`src/rtl/byte_stream_word_packer_if.sv`:
```
// Output stream of the word packer: packed word, valid/ready handshake and
// end-of-line flag.
interface byte_stream_word_packer_if #(
    parameter int OUT_W = 32
);
    logic [OUT_W-1:0] out_data;
    logic             out_valid;
    logic             out_ready;
    logic             out_last;

    modport master (output out_data, output out_valid, output out_last, input out_ready);
    modport slave  (input out_data, input out_valid, input out_last, output out_ready);
endinterface

```
`src/rtl/byte_stream_word_packer.sv`:
```
// Drains the output-side FIFO, packs PACK narrow entries little-endian into one
// wide word and presents it on a valid/ready stream with an end-of-line flag.
module byte_stream_word_packer #(
    parameter int IN_W       = 8,
    parameter int PACK       = 4,
    parameter int LINE_WORDS = 640
) (
    input  logic                         clk,
    input  logic                         reset,
    input  logic                         enable,
    input  logic                         fifo_empty,
    output logic                         fifo_rd,
    input  logic                         fifo_valid,
    input  logic [IN_W-1:0]              fifo_dout,
    byte_stream_word_packer_if.master    out_if,
    output logic                         busy
);
    localparam int OUT_W = IN_W * PACK;
    localparam int CNT_W = $clog2(PACK + 1);
    localparam int WC_W  = (LINE_WORDS > 1) ? $clog2(LINE_WORDS) : 1;

    logic [OUT_W-1:0] asm_q;
    logic [CNT_W-1:0] asm_cnt;
    logic             inflight;
    logic [OUT_W-1:0] out_data_q;
    logic             out_valid_q;
    logic             out_last_q;
    logic [WC_W-1:0]  word_cnt;

    logic             asm_full;
    logic             accept;
    logic             transfer;
    logic             next_is_last;
    logic [CNT_W:0]   pending;

    assign asm_full = (asm_cnt == CNT_W'(PACK));
    assign accept   = out_valid_q & out_if.out_ready;
    assign transfer = asm_full & (~out_valid_q | out_if.out_ready);
    assign pending  = {1'b0, asm_cnt} + {{CNT_W{1'b0}}, inflight};
    assign fifo_rd  = reset & enable & ~fifo_empty & (pending < (CNT_W + 1)'(PACK));

    // A word still sitting in the output register when a new one is loaded is
    // being accepted this same cycle, so the new word's line index is one
    // further on than word_cnt.
    always_comb begin
        next_is_last = 1'b0;
        if (LINE_WORDS == 1) begin
            next_is_last = 1'b1;
        end else if (out_valid_q) begin
            next_is_last = (int'(word_cnt) == LINE_WORDS - 2);
        end else begin
            next_is_last = (int'(word_cnt) == LINE_WORDS - 1);
        end
    end

    always_ff @(posedge clk) begin
        if (!reset) begin
            asm_q       <= '0;
            asm_cnt     <= '0;
            inflight    <= 1'b0;
            out_data_q  <= '0;
            out_valid_q <= 1'b0;
            out_last_q  <= 1'b0;
            word_cnt    <= '0;
        end else begin
            inflight <= fifo_rd;
            if (transfer) begin
                out_data_q  <= asm_q;
                out_valid_q <= 1'b1;
                out_last_q  <= next_is_last;
                asm_cnt     <= '0;
            end else begin
                if (accept) begin
                    out_valid_q <= 1'b0;
                end
                if (fifo_valid && !asm_full) begin
                    asm_q[int'(asm_cnt) * IN_W +: IN_W] <= fifo_dout;
                    asm_cnt <= asm_cnt + CNT_W'(1);
                end
            end
            if (accept) begin
                word_cnt <= (int'(word_cnt) == LINE_WORDS - 1) ? '0 : word_cnt + WC_W'(1);
            end
        end
    end

    assign out_if.out_data  = out_data_q;
    assign out_if.out_valid = out_valid_q;
    assign out_if.out_last  = out_last_q;
    assign busy             = (asm_cnt != '0) | inflight | out_valid_q;
endmodule
```
`src/flat_wrapper.sv`:
```
// flat-port wrapper written by rule: the top's interface ports become plain ports
module byte_stream_word_packer_flat 
#(
    parameter int IN_W       = 8,
    parameter int PACK       = 4,
    parameter int LINE_WORDS = 640
)
  (clk, reset, enable, fifo_empty, fifo_rd, fifo_valid, fifo_dout, busy, out_if_out_data, out_if_out_valid, out_if_out_last, out_if_out_ready);
  byte_stream_word_packer_if out_if_i ();
  input  logic clk;
  input  logic reset;
  input  logic enable;
  input  logic fifo_empty;
  output logic fifo_rd;
  input  logic fifo_valid;
  input  logic [IN_W-1:0] fifo_dout;
  output logic busy;
  output wire logic [$bits(out_if_i.out_data)-1:0] out_if_out_data;
  output wire logic [$bits(out_if_i.out_valid)-1:0] out_if_out_valid;
  output wire logic [$bits(out_if_i.out_last)-1:0] out_if_out_last;
  input wire logic [$bits(out_if_i.out_ready)-1:0] out_if_out_ready;
  assign out_if_out_data = out_if_i.out_data;
  assign out_if_out_valid = out_if_i.out_valid;
  assign out_if_out_last = out_if_i.out_last;
  assign out_if_i.out_ready = out_if_out_ready;
  byte_stream_word_packer #(.IN_W(IN_W), .PACK(PACK), .LINE_WORDS(LINE_WORDS)) u_core (.clk(clk), .reset(reset), .enable(enable), .fifo_empty(fifo_empty), .fifo_rd(fifo_rd), .fifo_valid(fifo_valid), .fifo_dout(fifo_dout), .out_if(out_if_i), .busy(busy));
endmodule
```
`config.mk`:
```
export PLATFORM = sky130hd
export DESIGN_NAME = byte_stream_word_packer_flat
export DESIGN_NICKNAME = d
export VERILOG_FILES = /design/src/rtl/byte_stream_word_packer_if.sv /design/src/rtl/byte_stream_word_packer.sv /design/src/flat_wrapper.sv
export SDC_FILE = /design/constraint.sdc
export NUM_CORES = 1
export LEC_CHECK = 0
export ABC_CLOCK_PERIOD_IN_PS = 2800
export CAP_MARGIN = 20
export CORE_ASPECT_RATIO = 0.7
export CORE_MARGIN = 5
export CORE_UTILIZATION = 53
export CTS_CLUSTER_DIAMETER = 50
export DETAILED_ROUTE_END_ITERATION = 8
export PLACE_DENSITY = 0.89
export SLEW_MARGIN = 20
export SYNTH_ARGS = -nofsm -noshare
export SYNTH_HDL_FRONTEND = slang
export SYNTH_SLANG_ARGS = --single-unit
```
`constraint.sdc`:
```
create_clock -name clk -period 2.8 [get_ports clk]
set_input_delay 0.28 -clock clk [delete_from_list [all_inputs] [get_ports clk]]
set_output_delay 0.28 -clock clk [all_outputs]
set_load 0.01 [all_outputs]
```
-- Word level (Yosys, flattened, before mapping)
Cells that the tools add are included.
- output and inout port bits: 36
- word-level logic and storage cells: 40
- bits in registers: 80
- equality and inequality tests: 3
- bitwise logic cells: 12
- $lt $le $gt $ge: 1
- shift operators: 2
- muxes and demuxes: 5
- reductions and logical operators: 6
- add/subtract/negate cells: 4
- operators by type and width (operator ; count):
    6-bit negation with 33-bit output ; 1
    8-bit by 33-bit variable shift with 32-bit output (first input constant) ; 1
    8-bit by 33-bit indexed part select with 32-bit output ; 1
    32-bit bitwise mux ; 1
    10-bit == test (second input constant) ; 2
    10-bit by 1-bit adder with 10-bit output (second input constant) ; 1
    10-bit two-way mux ; 1
    1-bit AND ; 5
    3-bit by 1-bit adder with 4-bit output ; 1
    4-bit by 3-bit less-than comparator with 1-bit output (second input constant) ; 1
    1-bit inverter ; 4
    3-bit by 1-bit adder with 3-bit output (second input constant) ; 1
    3-bit == test (second input constant) ; 1
    1-bit two-way mux ; 3
    1-bit OR ; 3
    3-bit nonzero test ; 1
    2-bit AND reduction ; 1
    2-bit nonzero test ; 1
    2-bit OR reduction ; 1
    1-bit logical AND ; 1
    1-bit zero test ; 1

-- Depth between registers and ports, before layout
- depth in word-level cells: 5
- gate-level depth with buffers: 10
- mapped depth without buffers: 7

-- Least setup slack after synthesis
Ideal clock, no wire load.
- path kind: register to register
- start point: register u_core.asm_cnt[0]
- end point: register u_core.asm_q[16]
- slack: 645 ps
- stages on the path, launching flop included: 9
- period minus slack after synthesis: 2155 ps
- setup time: 66 ps
- path buffers: 1
- arrival: 2089 ps
- path through: dfxtp_1 -> buf_6 -> inv_1 -> ha_1 -> ha_1 -> nand4b_2 -> nor4b_2 -> a22oi_1 -> nor2b_1
- word-level cells in the longest chain between the ends: 4
- RTL lines (element ; line ; RTL):
    start, declared ; byte_stream_word_packer.sv:23 ; logic [CNT_W-1:0] asm_cnt;
    start signal, assigned ; byte_stream_word_packer.sv:78 ; asm_cnt <= asm_cnt + CNT_W'(1);
    branches (longest 4 deep; another with 6-bit negation with 33-bit output) ; n/a ;
    end signal, assigned by index ; byte_stream_word_packer.sv:77 ; asm_q[int'(asm_cnt) * IN_W +: IN_W] <= fifo_dout;
    end, declared ; byte_stream_word_packer.sv:22 ; logic [OUT_W-1:0] asm_q;
Several ways; the timed one is not identified.
A chain may end at the register's enable or synchronous reset.

-- Worst setup path after layout
- start point: register u_core.asm_cnt[0]
- end point: output port busy
- word-level cells in the longest chain between the ends: 3
- RTL lines (element ; line ; RTL):
    3-bit nonzero test ; byte_stream_word_packer.sv:90 ; assign busy = (asm_cnt != '0) | inflight | out_valid_q;
    1-bit OR (2 in series) ; byte_stream_word_packer.sv:90 ;
    end, declared ; flat_wrapper.sv:17 ; output logic busy;
No other way between the ends.

==> metrics.md <==
| Metric | Value |
|---|---|
| Outcome | complete, no violations |
| WP data arrival | 2370 ps |
| Area of the mapped netlist | 3277 µm² |
| Crit-path max FO | 10 |
| # fillers | 523 |
| TritonCTS Buffers | 9 |
| Die Footprint | 7880 µm² |
| Fin. Hold Viols | 0 |
| # placed instances | 483 |
| Max Clock Freq | 377.0 MHz |
| #FFs+latches synth | 80 |
| Slew of the pin with the lowest slew margin | 599.5 ps |
| Global-route wire length before repair | 11,530 µm |
| HP Class | flip-flop to flip-flop |
| Fin nets | 439 |
| Initial DRC Count | 138 |
| Crit path capture type | output pin |
| Total grt overflow | 0 |
| CTS Buffer Depth | 2 |
| Compound-Gate Fraction of Synth Area | 16.34% |
| DRC | 0 |
| LEAKAGE | 1.332 nW |
| Worst vdd ir | 0.3168 mV |
| Async SR Flop Fraction | 0% |
| Root Driver | clkbuf_8 |
| Post-synth top cells | nand2_1, dfxtp_1, a21boi_0 |
| Simple-gate share of the synthesized area | 24.63% |
| R2R Setup Slk | 310 ps |
| Post-CTS Setup Bufs | 0 |
| Post-route worst setup slack | 147.5 ps |
| Max Slew Vio Count | 0 |
| Clock latency on the worst-skew pair | 360 ps |
| Max-cap viol count | 0 |
| Final setup violation count | 0 |
| Worst reg2reg startpoint | u_core.asm_cnt[0] |
| Num rows | 24 |
| Largest net degree at the start of global routing | 70 |
| Largest area contributor in the netlist | dfxtp_1 |
| Worst path required time | 2520 ps |
| CTS tree | built |
| Pwr Total | 2.208 mW |
| Clock Skew | 12.73 ps |
| Die height | 75.79 µm |
| Crit path to | busy |
| Average wire per standard cell | 13.98 µm |
| Final Non-Filler Cells | 499 |
| Final WL | 6978 µm |
| Largest family of logic cells by synthesized area | simple AND/OR/NAND/NOR gates |
| Critical path's most frequent cell | ha_1 |
| Post-Syn Instances | 372 |
| Minimum clock period | 2653 ps |
| H-Tree Level Count | 3 |
| Syn Nets | 395 |
| Count leader, synth | nand2_1 |
| Mean Syn Cell Area | 8.809 µm² |
| Worst path slowest cell | clkdlybuf4s50_1 |
| PwrDens | 549.7 nW/µm² |
| Crit path launch type | flip-flop |
| Iteration count of the initial detailed-routing pass | 4 |
| Mux share of post-synthesis cell area | 0.3055% |
| Final ANT Viol Nets | 0 |
| Synth area leaders | dfxtp_1, nand2_1, a21boi_0, nand3_1, ha_1 |
| Post-synth cell types | 38 |
| Via count | 2,632 |
| CTS clk-pin slew, worst paths | 80 ps |
| Worst slew margin | 59.94% |
| Final hold slack | 455.6 ps |
| GP Congestion | 0.8014 |
| WS Path Type | flip-flop to output pin |
| Post-placement setup slack | 353.0 ps |
| TritonCTS Sinks | 80 |
| DP HPWL | 4837 µm |
| Core footprint | 6126 µm² |
| Initial antenna violation count | 0 |
| # diodes | 0 |
| Final period util | 94.73% |
| Worst-path cell chain | inv_1 -> ha_1 -> ha_1 -> or3b_2 -> clkdlybuf4s50_1 |
| All-Layer GR Usage | 18.07% |
| CP peak stage delay | 500 ps |
| Post-Synth XOR/XNOR Area | 2.940% |
| IO Pins | 50 |
| Sequential Area | 1602 µm² |
| Main synth FF type | dfxtp_1 |
| Top-area cell type share of the netlist area | 48.87% |
| Yosys warns | 0 |
| Area of the multi-input gates | 1563 µm² |
| Critical path origin | u_core.asm_cnt[0] |
| Share of cells above drive strength 1 | 6.413% |
| TNS Setup | 0 ps |
| Post-CTS resize count | 0 |
| Vias/cell | 5.275 |
| Vias in the first global route | 2,535 |
| RSZ-0062 raised after global routing | false |
| Input/output buffers | 49 |
| R2r worst-path depth | 8 |
| Reg2reg end | u_core.asm_q[18] |
| Register area share after synthesis | 48.87% |
| Syn-to-layout area delta | 22.57% |
| Initial Util | 53.49% |
| Post-Synth Adder-Cell Area | 3.436% |
| Number of flops mapped to enable cells by yosys | 0 |
| Die Span X | 104.0 µm |
| # hold bufs at CTS | 0 |
==> worst max-delay path, delay by kind of cell, from the launching register on <==
kind                     cells  cell delay [ps]
AND/OR/NAND/NOR              1              480
adder cells (fa/ha/maj)      2              440
buffers and inverters        2              660
flip-flops                   1              450
==> area by class of cell <==
cell class              instances  area share, %
clock buffers                  10          3.427
clock inverters                 6          1.651
inverters                       6         0.5607
multi-input cells             265          38.91
flip-flops and latches         80          39.88
well taps                      78          2.430
repair buffers                 54          13.15
==> placed cells by master (no fill, tap or decap), drive strengths merged, types with 4 or more instances in the layout <==
cell type	instances
nand2	95
nand3	29
a21boi	57
buf	5
inv	8
nor2	16
clkdlybuf4s50	49
and2	4
nor2b	9
ha	9
dfxtp	80
clkbuf	10
a22oi	8
xnor2	9
==> power breakdown <==
part / internal (mW) / total [mW] / switching, mW
sequential: 1.15 / 1.16 / 0.0148
clock: 0.441 / 0.869 / 0.428
combinational: 0.0772 / 0.177 / 0.0996
total: 1.67 / 2.21 / 0.542
==> routing by layer <==
| metal | vias to the layer above | GRT usage [%] | part of all wire [%] | routed length (µm) |
|---|---|---|---|---|
| li1 | 1336 | - | - | - |
| met1 | 1229 | 21.12 | 46 | 3220 |
| met2 | 57 | 31.71 | 47 | 3301 |
| met3 | 10 | 6.774 | 5.5 | 385 |
| met4 | 0 | 5.460 | 1.0 | 70 |
| met5 | - | 0 | 0 | 0 |
==> stage by stage <==
stage	utilization (%)	area [µm²]
after floorplan	-	3277
after global placement	62.21	3811
after detailed placement	62.21	3811
after CTS	65.54	4015
after global routing	65.56	4016
final	65.56	4016
==> registers in the layout, summed over array words and instances (netlist names) <==
signal,cells
u_core.asm_q,32
u_core.out_if.out_data,32
u_core.word_cnt,10
u_core.asm_cnt,3
u_core.inflight,1
u_core.out_if.out_last,1
u_core.out_if.out_valid,1
==> cell families after synthesis <==
kind of cell / after synthesis
flip-flops: 80
XOR/XNOR: 11
buffers and inverters: 27
adder cells (fa/ha/maj): 9
AND/OR/NAND/NOR: 172
multiplexers: 1
AO/OA/AOI/OAI: 72
==> how the worst min path moves through the flow <==
stage	endpoint	from	slack, ps	cells after the start
floorplan	u_core.word_cnt[1]	out_if_out_ready	400	1
CTS	u_core.asm_q[7]	u_core.asm_q[7]	450	2
global route	u_core.out_if.out_data[27]	u_core.asm_q[27]	480	2
detailed placement	u_core.asm_q[7]	u_core.asm_q[7]	440	2
global placement	u_core.asm_q[6]	u_core.asm_q[6]	440	2
finish	u_core.asm_q[6]	u_core.asm_q[6]	460	2
No activity file was read; power rests on OpenSTA's default activity.
